### src/rtl/riscv_lsu_pkg.sv
// Shared definitions for the load/store unit: decoder size codes, FSM states and
// the lane helpers used when a request is accepted.
package riscv_lsu_pkg;

  localparam logic [2:0] LDST_B  = 3'd0;
  localparam logic [2:0] LDST_H  = 3'd1;
  localparam logic [2:0] LDST_W  = 3'd2;
  localparam logic [2:0] LDST_BU = 3'd4;
  localparam logic [2:0] LDST_HU = 3'd5;

  typedef enum logic [1:0] {
    ST_IDLE   = 2'd0,
    ST_ACCESS = 2'd1,
    ST_DONE   = 2'd2
  } lsu_state_e;

  // Unsigned variants only make sense for loads.
  function automatic logic size_legal(input logic [2:0] size, input logic we);
    case (size)
      LDST_B, LDST_H, LDST_W: return 1'b1;
      LDST_BU, LDST_HU:       return ~we;
      default:                return 1'b0;
    endcase
  endfunction

  function automatic logic addr_aligned(input logic [2:0] size, input logic [1:0] lo);
    case (size)
      LDST_H, LDST_HU: return ~lo[0];
      LDST_W:          return lo == 2'b00;
      default:         return 1'b1;
    endcase
  endfunction

  function automatic logic [3:0] byte_en(input logic [2:0] size, input logic [1:0] lo);
    case (size)
      LDST_B, LDST_BU: return 4'b0001 << lo;
      LDST_H, LDST_HU: return 4'b0011 << {lo[1], 1'b0};
      default:         return 4'b1111;
    endcase
  endfunction

  function automatic logic [31:0] store_lanes(input logic [2:0] size, input logic [31:0] d);
    case (size)
      LDST_B:  return {4{d[7:0]}};
      LDST_H:  return {2{d[15:0]}};
      default: return d;
    endcase
  endfunction

endpackage

### src/rtl/riscv_lsu_load_ext.sv
// Selects the addressed byte/halfword lane of a read word and sign- or zero-extends it.
module riscv_lsu_load_ext
  import riscv_lsu_pkg::*;
(
  input  logic [2:0]  size,
  input  logic [1:0]  addr_lo,
  input  logic [31:0] rd,
  output logic [31:0] data
);

  logic [7:0]  byte_lane;
  logic [15:0] half_lane;

  always_comb begin
    byte_lane = rd[8*addr_lo +: 8];
    half_lane = addr_lo[1] ? rd[31:16] : rd[15:0];
    case (size)
      LDST_B:  data = {{24{byte_lane[7]}}, byte_lane};
      LDST_BU: data = {24'd0, byte_lane};
      LDST_H:  data = {{16{half_lane[15]}}, half_lane};
      LDST_HU: data = {16'd0, half_lane};
      default: data = rd;
    endcase
  end

endmodule

### src/rtl/riscv_lsu.sv
// Load/store unit: one data-memory transaction per accepted request, stalling the core
// until completion and flagging misaligned or illegal-size accesses.
module riscv_lsu
  import riscv_lsu_pkg::*;
(
  input  logic        clk_i,
  input  logic        rst_i,
  input  logic        lsu_req_i,
  input  logic        lsu_we_i,
  input  logic [2:0]  lsu_size_i,
  input  logic [31:0] lsu_addr_i,
  input  logic [31:0] lsu_data_i,
  output logic [31:0] lsu_data_o,
  output logic        lsu_valid_o,
  output logic        lsu_stall_o,
  output logic        lsu_err_o,
  output logic        mem_req_o,
  output logic        mem_we_o,
  output logic [3:0]  mem_be_o,
  output logic [31:0] mem_addr_o,
  output logic [31:0] mem_wd_o,
  input  logic [31:0] mem_rd_i,
  input  logic        mem_ready_i,
  output logic [1:0]  dbg_state
);

  // Memory handshake: mem_req_o rises on entry to ACCESS and every mem_* output stays
  // frozen until the cycle mem_ready_i is high; that cycle completes the transfer.

  lsu_state_e  state, state_next;
  logic        err_pending;
  logic        req_ok;
  logic        accept;
  logic [2:0]  size_q;
  logic [1:0]  lo_q;
  logic [31:0] ext_data;

  assign req_ok = size_legal(lsu_size_i, lsu_we_i) && addr_aligned(lsu_size_i, lsu_addr_i[1:0]);
  // The error cycle also blocks acceptance so a held request cannot re-fire at once.
  assign accept = (state == ST_IDLE) && !err_pending && lsu_req_i && req_ok;

  always_ff @(posedge clk_i) begin
    if (rst_i) state <= ST_IDLE;
    else       state <= state_next;
  end

  always_comb begin
    state_next = state;
    case (state)
      ST_IDLE:   if (accept) state_next = ST_ACCESS;
      ST_ACCESS: if (mem_ready_i) state_next = ST_DONE;
      ST_DONE:   state_next = ST_IDLE;
      default:   state_next = ST_IDLE;
    endcase
  end

  always_ff @(posedge clk_i) begin
    if (rst_i) begin
      err_pending <= 1'b0;
      mem_req_o   <= 1'b0;
      mem_we_o    <= 1'b0;
      mem_be_o    <= 4'd0;
      mem_addr_o  <= 32'd0;
      mem_wd_o    <= 32'd0;
      lsu_data_o  <= 32'd0;
      size_q      <= 3'd0;
      lo_q        <= 2'd0;
    end else begin
      err_pending <= (state == ST_IDLE) && !err_pending && lsu_req_i && !req_ok;
      if (accept) begin
        mem_req_o  <= 1'b1;
        mem_we_o   <= lsu_we_i;
        mem_be_o   <= byte_en(lsu_size_i, lsu_addr_i[1:0]);
        mem_addr_o <= {lsu_addr_i[31:2], 2'b00};
        mem_wd_o   <= store_lanes(lsu_size_i, lsu_data_i);
        size_q     <= lsu_size_i;
        lo_q       <= lsu_addr_i[1:0];
      end else if (state == ST_ACCESS && mem_ready_i) begin
        mem_req_o <= 1'b0;
        mem_we_o  <= 1'b0;
        mem_be_o  <= 4'd0;
        if (!mem_we_o) lsu_data_o <= ext_data;
      end
    end
  end

  riscv_lsu_load_ext u_load_ext (
    .size    (size_q),
    .addr_lo (lo_q),
    .rd      (mem_rd_i),
    .data    (ext_data)
  );

  assign lsu_valid_o = (state == ST_DONE);
  assign lsu_err_o   = err_pending;
  assign lsu_stall_o = lsu_req_i && (state != ST_DONE) && !err_pending;
  assign dbg_state   = state;

endmodule
### config.mk
export PLATFORM = sky130hd
export DESIGN_NAME = riscv_lsu
export DESIGN_NICKNAME = d
export VERILOG_FILES = /design/src/rtl/riscv_lsu_pkg.sv /design/src/rtl/riscv_lsu_load_ext.sv /design/src/rtl/riscv_lsu.sv
export SDC_FILE = /design/constraint.sdc
export NUM_CORES = 1
export LEC_CHECK = 0
export ABC_AREA = 1
export BUFFER_PORTS_ARGS = -buffer_cell sky130_fd_sc_hd__buf_2
export CAP_MARGIN = 15
export CORE_MARGIN = 2
export CORE_UTILIZATION = 53
export CTS_CLUSTER_SIZE = 10
export DETAILED_ROUTE_END_ITERATION = 8
export MAX_ROUTING_LAYER = met4
export PLACE_DENSITY = 0.86
export SYNTH_ARGS = -nofsm -noshare
export SYNTH_HDL_FRONTEND = slang
export SYNTH_HIERARCHICAL = 1
export SYNTH_SLANG_ARGS = --single-unit
### constraint.sdc
create_clock -name clk_i -period 2.6 [get_ports clk_i]
set_clock_uncertainty 0.15 [all_clocks]
set_input_delay 0.26 -clock clk_i [delete_from_list [all_inputs] [get_ports clk_i]]
set_output_delay 0.26 -clock clk_i [all_outputs]
set_load 0.01 [all_outputs]
# Yosys cells after proc, flatten, opt, wreduce, memory -nomap -nowiden
# Cells that the tools add are included.
dict set report classes {
  addsub 0
  multipliers 0
  n_lt_le_gt_ge 0
  muxes 14
  shifts 3
  div 0
  reduce_logical 21
  eq_ne 12
  bitwise 4
}
# op count
set op_table {}
lappend op_table {{one-hot mux 32 bit (4 select lines)} 1}
lappend op_table {{one-hot mux 32 bit (2 select lines)} 1}
lappend op_table {{indexed part select 32 x 6 -> 8 bit} 1}
lappend op_table {{two-way mux 16 bit} 1}
lappend op_table {{equality test 3 bit (second input constant)} 4}
lappend op_table {{logical AND 1 bit} 8}
lappend op_table {{two-way mux 4 bit} 2}
lappend op_table {{one-hot mux 4 bit (2 select lines)} 1}
lappend op_table {{equality test 3 x 1 -> 1 bit (second input constant)} 2}
lappend op_table {{logical NOT 3 bit} 2}
lappend op_table {{!= test 2 bit (second input constant)} 3}
lappend op_table {{OR reduction 2 bit} 3}
lappend op_table {{logical NOT 2 bit} 2}
lappend op_table {{two-way mux 2 bit} 2}
lappend op_table {{inverter 1 bit} 4}
lappend op_table {{one-hot mux 1 bit (2 select lines)} 2}
lappend op_table {{one-hot mux 2 bit (2 select lines)} 1}
lappend op_table {{<< shifter 1 x 2 -> 4 bit (first input constant)} 1}
lappend op_table {{<< shifter 2 x 2 -> 4 bit (first input constant)} 1}
lappend op_table {{equality test 3 x 2 -> 1 bit (second input constant)} 1}
lappend op_table {{two-way mux 1 bit} 3}
lappend op_table {{AND reduction 3 bit} 1}
lappend op_table {{OR reduction 3 bit} 1}
lappend op_table {{equality test 2 x 1 -> 1 bit (second input constant)} 1}
lappend op_table {{4 further kinds} 5}
dict set report word_totals {
  output_inout_bits 107
  latch_bits 0
  ff_bits 108
  elab_cells 64
  mem_count 0
  mem_bits_ro 0
  in_bits 104
  ramBits 0
}

# Depth between registers and ports, before layout
dict set report logic_depth {
  word_depth 7
  mapped_depth 10
  mapped_depth_nobuf 9
}

# By module
# The synthesis kept the hierarchy.
# module seq_area_each_um2 cells_each n_inst area_per_inst_um2
set by_module_without_submodules {}
lappend by_module_without_submodules {riscv_lsu 2162.1 641 1 4508.1}
lappend by_module_without_submodules {riscv_lsu_load_ext 0.0 159 1 812.0}

# Worst setup path before layout
# OpenSTA, ideal clock, no wires.
dict set report synth_path {
  path_kind {register to register}
  startpoint {register state[1] (netlist: dbg_state[1])}
  endpoint {register mem_wd_o[30]}
  required_time_ps 2337
  path_stages_with_launch 9
  synth_period_minus_slack_ps 1569
  arrival_ps 1306
  path_buffers 2
  path_slack_ps 1031
  setup_time_ps 113
  path_cell_list {dfxtp_1 > inv_2 > nand2_1 > nor3_2 > nand3_2 > buf_4 > buf_4 > nor2_1 > nor2_1}
}
dict set report synth_via {
  elab_chain_cells 4
}
# item line_no
set synth_rtl {}
lappend synth_rtl {{from (decl)} riscv_lsu.sv:30} ;# lsu_state_e state, state_next;
lappend synth_rtl {{from (signal assigned)} riscv_lsu.sv:44} ;# else state <= state_next;
lappend synth_rtl {{logical NOT 2 bit} riscv_lsu.sv:40} ;# assign accept = (state == ST_IDLE) && !err_pending && lsu_req_i && req_ok;
lappend synth_rtl {{logical AND 1 bit (3 in series)} riscv_lsu.sv:40}
lappend synth_rtl {{to (signal assigned)} riscv_lsu.sv:75} ;# mem_wd_o <= store_lanes(lsu_size_i, lsu_data_i);
lappend synth_rtl {{to (decl)} riscv_lsu.sv:21} ;# output logic [31:0] mem_wd_o,
# No other way between the ends.
# A chain may end at the register's enable or synchronous reset.

# Worst setup path in the final report
dict set report layout_path {
  startpoint {register state[0] (netlist: dbg_state[0])}
  endpoint {register mem_addr_o[8]}
}
dict set report layout_via {
  elab_chain_cells 4
}
# item line_no
set layout_rtl {}
lappend layout_rtl {{logical NOT 2 bit} riscv_lsu.sv:40}
lappend layout_rtl {{logical AND 1 bit (3 in series)} riscv_lsu.sv:40}
lappend layout_rtl {{to (signal assigned)} riscv_lsu.sv:74} ;# mem_addr_o <= {lsu_addr_i[31:2], 2'b00};
lappend layout_rtl {{to (decl)} riscv_lsu.sv:20} ;# output logic [31:0] mem_addr_o,
# No other way between the ends.

==> flow_results.xml <==
<?xml version="1.0" encoding="UTF-8"?>
<metrics>
  <group name="timing">
    <metric name="fin_ws" unit="ps">638.4</metric>
    <metric name="portion_of_the_clock_cycle_consumed_by_the_worst_path_in_the_final_layout" unit="%">75.44</metric>
    <metric name="clock_period_minus_final_worst_setup_slack" unit="ps">1962</metric>
    <metric name="max-slew-margin-rel" unit="%">35.59</metric>
    <metric name="fmaxAchievable" unit="GHz">0.5098</metric>
    <metric name="slew_violations" unit="">0</metric>
    <metric name="hold_slack" unit="ps">18.95</metric>
    <metric name="tightestPinTransition" unit="ps">965.1</metric>
    <metric name="grt_setup_unrepaired" unit="">false</metric>
    <metric name="setup_tns" unit="ps">0</metric>
    <metric name="timing.final.hold_violations" unit="">0</metric>
    <metric name="timing.final.setup_violations" unit="">0</metric>
  </group>
  <group name="synthesis">
    <metric name="synth_seq_area_share" unit="%">40.64</metric>
    <metric name="synth-async-reset-ratio" unit="%">0</metric>
    <metric name="syn_area" unit="um^2">5320</metric>
    <metric name="synthMostInstantiatedCell" unit="">sky130_fd_sc_hd__nand2_1</metric>
    <metric name="synthDominantAreaCellType" unit="">sky130_fd_sc_hd__dfxtp_1</metric>
    <metric name="synth.top_cells.by_area" unit="">sky130_fd_sc_hd__dfxtp_1, sky130_fd_sc_hd__nand2_1, sky130_fd_sc_hd__nor2_1</metric>
    <metric name="syn_area_per_cell" unit="um^2">6.650</metric>
    <metric name="post-synth-top-area-fraction" unit="%">40.64</metric>
    <metric name="synth_seq_cells" unit="">108</metric>
    <metric name="synthesis.instances" unit="">800</metric>
    <metric name="ys_warn_count" unit="">6</metric>
    <metric name="synth_top_flop_cell" unit="">sky130_fd_sc_hd__dfxtp_1</metric>
    <metric name="ys_top_cells_by_count" unit="">sky130_fd_sc_hd__nand2_1, sky130_fd_sc_hd__nor2_1, sky130_fd_sc_hd__dfxtp_1</metric>
    <metric name="synth.distinct_cells" unit="">27</metric>
    <metric name="synth-edff-count" unit="">0</metric>
  </group>
  <group name="clocking">
    <metric name="clock_sinks" unit="">108</metric>
    <metric name="postCtsResizedCells" unit="">0</metric>
    <metric name="insertion_delay" unit="ps">370</metric>
    <metric name="path_clk_slew" unit="ps">110</metric>
    <metric name="tritoncts.num_buffers" unit="">9</metric>
    <metric name="max-clock-path-buffers" unit="">2</metric>
    <metric name="cts_root_buffer" unit="">sky130_fd_sc_hd__clkbuf_8</metric>
    <metric name="clock_tree_from_tritoncts" unit="">yes</metric>
    <metric name="cts.htree.levels" unit="">3</metric>
  </group>
  <group name="floorplanning">
    <metric name="die_h" unit="um">104.2</metric>
    <metric name="floorplan.initialDensity" unit="%">54.43</metric>
    <metric name="floorplan.die_area" unit="um^2">10860</metric>
    <metric name="total_core_area" unit="um^2">9774</metric>
    <metric name="ios" unit="">211</metric>
    <metric name="core.rowCount" unit="">36</metric>
    <metric name="dieWidth" unit="um">104.2</metric>
  </group>
  <group name="power">
    <metric name="p_int" unit="W">0.002565</metric>
    <metric name="p_per_area" unit="nW/um^2">559.6</metric>
    <metric name="power.ir.vdd_worst" unit="uV">272.3</metric>
    <metric name="netSwitchingFraction" unit="%">30.99</metric>
    <metric name="netsw" unit="W">0.001152</metric>
    <metric name="seqPwrFrac" unit="%">48.6</metric>
    <metric name="clock_power_share" unit="%">30.0</metric>
    <metric name="power" unit="W">0.003716</metric>
    <metric name="power.share.combinational" unit="%">21.5</metric>
    <metric name="leakagePower" unit="nW">3.477</metric>
  </group>
  <group name="setup_path">
    <metric name="cpPeakStageDelay" unit="ps">430</metric>
    <metric name="criticalPathCategory" unit="">reg2reg</metric>
    <metric name="slowest_stage" unit="">sky130_fd_sc_hd__nand3_4</metric>
    <metric name="worstPathCellList" unit="">inv_1, nand2_1, nor3_4, nand3_4, buf_4, nand2_1, a21oi_1</metric>
    <metric name="critical_path_arrival" unit="ps">2040</metric>
    <metric name="top_family_by_delay_on_critical_path" unit="">simple AND/OR/NAND/NOR gates</metric>
    <metric name="crit_end_category" unit="">flip-flop</metric>
    <metric name="cp_data_required_time" unit="ps">2680</metric>
    <metric name="critPathMostFrequentCell" unit="">sky130_fd_sc_hd__nand2_1</metric>
    <metric name="crit_path_start_kind" unit="">flip-flop</metric>
    <metric name="path_max_fanout" unit="">45</metric>
    <metric name="path_buf_inv" unit="">2</metric>
  </group>
  <group name="final_layout">
    <metric name="layout-area-overhead-vs-synth" unit="%">24.84</metric>
    <metric name="num_antenna_cells" unit="">0</metric>
    <metric name="instances_no_fill" unit="">1123</metric>
    <metric name="finish.net_count" unit="">1089</metric>
    <metric name="final_layout_size_suffix_gt1_share" unit="%">27.27</metric>
  </group>
  <group name="placement">
    <metric name="dp.cells" unit="">1099</metric>
    <metric name="post-place-ws" unit="ps">607.4</metric>
    <metric name="io_buffer_count" unit="">208</metric>
    <metric name="dpl.hpwl" unit="mm">10.36</metric>
    <metric name="gp_congestion" unit="">0.9665</metric>
  </group>
  <group name="hold_path">
    <metric name="hold_path_class" unit="">in2reg</metric>
  </group>
  <group name="drt">
    <metric name="postRouteAntennaNets" unit="">0</metric>
    <metric name="dr.pass1.iters" unit="">5</metric>
    <metric name="dr_total_vias" unit="">5820</metric>
    <metric name="viasPerCell" unit="">5.183</metric>
    <metric name="post_drt_wl_per_cell" unit="um">13.52</metric>
    <metric name="drt_iter0_drc" unit="">307</metric>
    <metric name="routed_wire_length" unit="mm">15.18</metric>
    <metric name="route.detailed.drc" unit="">0</metric>
  </group>
  <group name="grt">
    <metric name="grt_max_degree" unit="">58</metric>
    <metric name="global_route_wire_length_before_repair" unit="mm">24.53</metric>
    <metric name="grt_overflow_total" unit="">0</metric>
    <metric name="grt_pass1_vias" unit="">5164</metric>
    <metric name="number_of_antenna_violations_at_the_first_check_in_global_routing" unit="">0</metric>
    <metric name="all_layer_global_routing_usage" unit="%">28.14</metric>
  </group>
  <group name="run">
    <metric name="cap_violations" unit="">0</metric>
  </group>
  <group name="status">
    <metric name="status" unit="">finished clean</metric>
  </group>
</metrics>
==> timing repair <==
action	in CTS	in global routing
endpoints found under the hold margin	8	0
setup buffers	0	0
hold buffers	8	0
==> worst paths after layout <==
path | end | cells past startpoint | slack, ps | startpoint
worst max-delay path | mem_addr_o[8]$_SDFFE_PP0P_ | 7 | 640 | dbg_state[0]$_SDFFE_PP0P_
worst min-delay path | mem_addr_o[17]$_SDFFE_PP0P_ | 3 | 20 | lsu_addr_i[17]
worst max register to register | mem_addr_o[8]$_SDFFE_PP0P_ | 7 | 640 | dbg_state[0]$_SDFFE_PP0P_
worst min register to register | mem_addr_o[4]$_SDFFE_PP0P_ | 2 | 310 | mem_addr_o[4]$_SDFFE_PP0P_
==> metrics by stage <==
step                      util [%]  instance area [um^2]
after floorplan                  -                  5324
after global placement       64.89                  6342
after detailed placement     64.89                  6342
after CTS                    67.95                  6641
after global routing         67.95                  6641
final                        67.95                  6641
==> layout by cell type (no fill, tap or decap), types with 2 or more instances in the layout <==
| cell type | n |
|---|---|
| sky130_fd_sc_hd__o21ai_0 | 39 |
| sky130_fd_sc_hd__inv_2 | 3 |
| sky130_fd_sc_hd__buf_2 | 208 |
| sky130_fd_sc_hd__nand2_1 | 220 |
| sky130_fd_sc_hd__clkinv_4 | 2 |
| sky130_fd_sc_hd__nand4_1 | 48 |
| sky130_fd_sc_hd__conb_1 | 2 |
| sky130_fd_sc_hd__dfxtp_1 | 108 |
| sky130_fd_sc_hd__nand3_2 | 8 |
| sky130_fd_sc_hd__or2_2 | 5 |
| sky130_fd_sc_hd__buf_4 | 14 |
| sky130_fd_sc_hd__dlygate4sd3_1 | 8 |
| sky130_fd_sc_hd__inv_1 | 46 |
| sky130_fd_sc_hd__o211ai_1 | 2 |
| sky130_fd_sc_hd__nand3_1 | 68 |
| sky130_fd_sc_hd__nor2_2 | 3 |
| sky130_fd_sc_hd__clkbuf_8 | 11 |
| sky130_fd_sc_hd__a21oi_1 | 51 |
| sky130_fd_sc_hd__nor3_1 | 3 |
| sky130_fd_sc_hd__or2_1 | 4 |
| sky130_fd_sc_hd__nand2_2 | 7 |
| sky130_fd_sc_hd__nor2_1 | 120 |
==> power groups by stage <==
stage	registers [W]	clock network, W	logic, W
floorplan	0.00189	0	0.000465
CTS	0.00180	0.00114	0.000794
finish	0.00180	0.00111	0.000799
detailed placement	0.00184	0	0.000781
global route	0.00182	0.00121	0.000891
global placement	0.00184	0	0.000773
==> routing by layer <==
metal	global-route usage, %	vias up	part of all wire, %	routed length [um]
met5	-	-	0	0
li1	-	2956	-	-
met2	43.70	253	47	7122
met1	37.20	2583	44	6612
met4	10.23	0	2.2	337
met3	4.574	28	7.3	1106
==> tightest hold or removal path, cell delays in order <==
cell and delay (ps):
sky130_fd_sc_hd__buf_2 90, sky130_fd_sc_hd__nand4_1 80, sky130_fd_sc_hd__a21oi_1 60
==> final cells by class <==
class / count / area, um^2
clock buffer: 11 / 151.4
tap: 133 / 166.4
inverter: 51 / 193.9
fill: 862 / 3133
timing repair buffer: 230 / 1226
sequential: 108 / 2162
multi-input combinational: 585 / 2674
clock inverter: 5 / 67.56
==> cells by family (layout without fill, tap and decap cells) <==
kind of cell,after synthesis,after routing,synth area share (%)
AO/OA/AOI/OAI,93,93,8.913
AND/OR/NAND/NOR,490,490,40.76
other,1,2,0.07049
flip-flops,108,108,40.64
buffers and inverters,108,297,9.619
==> state kept, by name (all words and copies together) (netlist names) <==
name and flops:
mem_wd_o 32, lo_q 2, dbg_state 2, mem_be_o 4
mem_we_o 1, mem_addr_o 30, size_q 3, mem_req_o 1
lsu_data_o 32, lsu_err_o 1
Note: power is estimated with default switching activity, not from simulation.
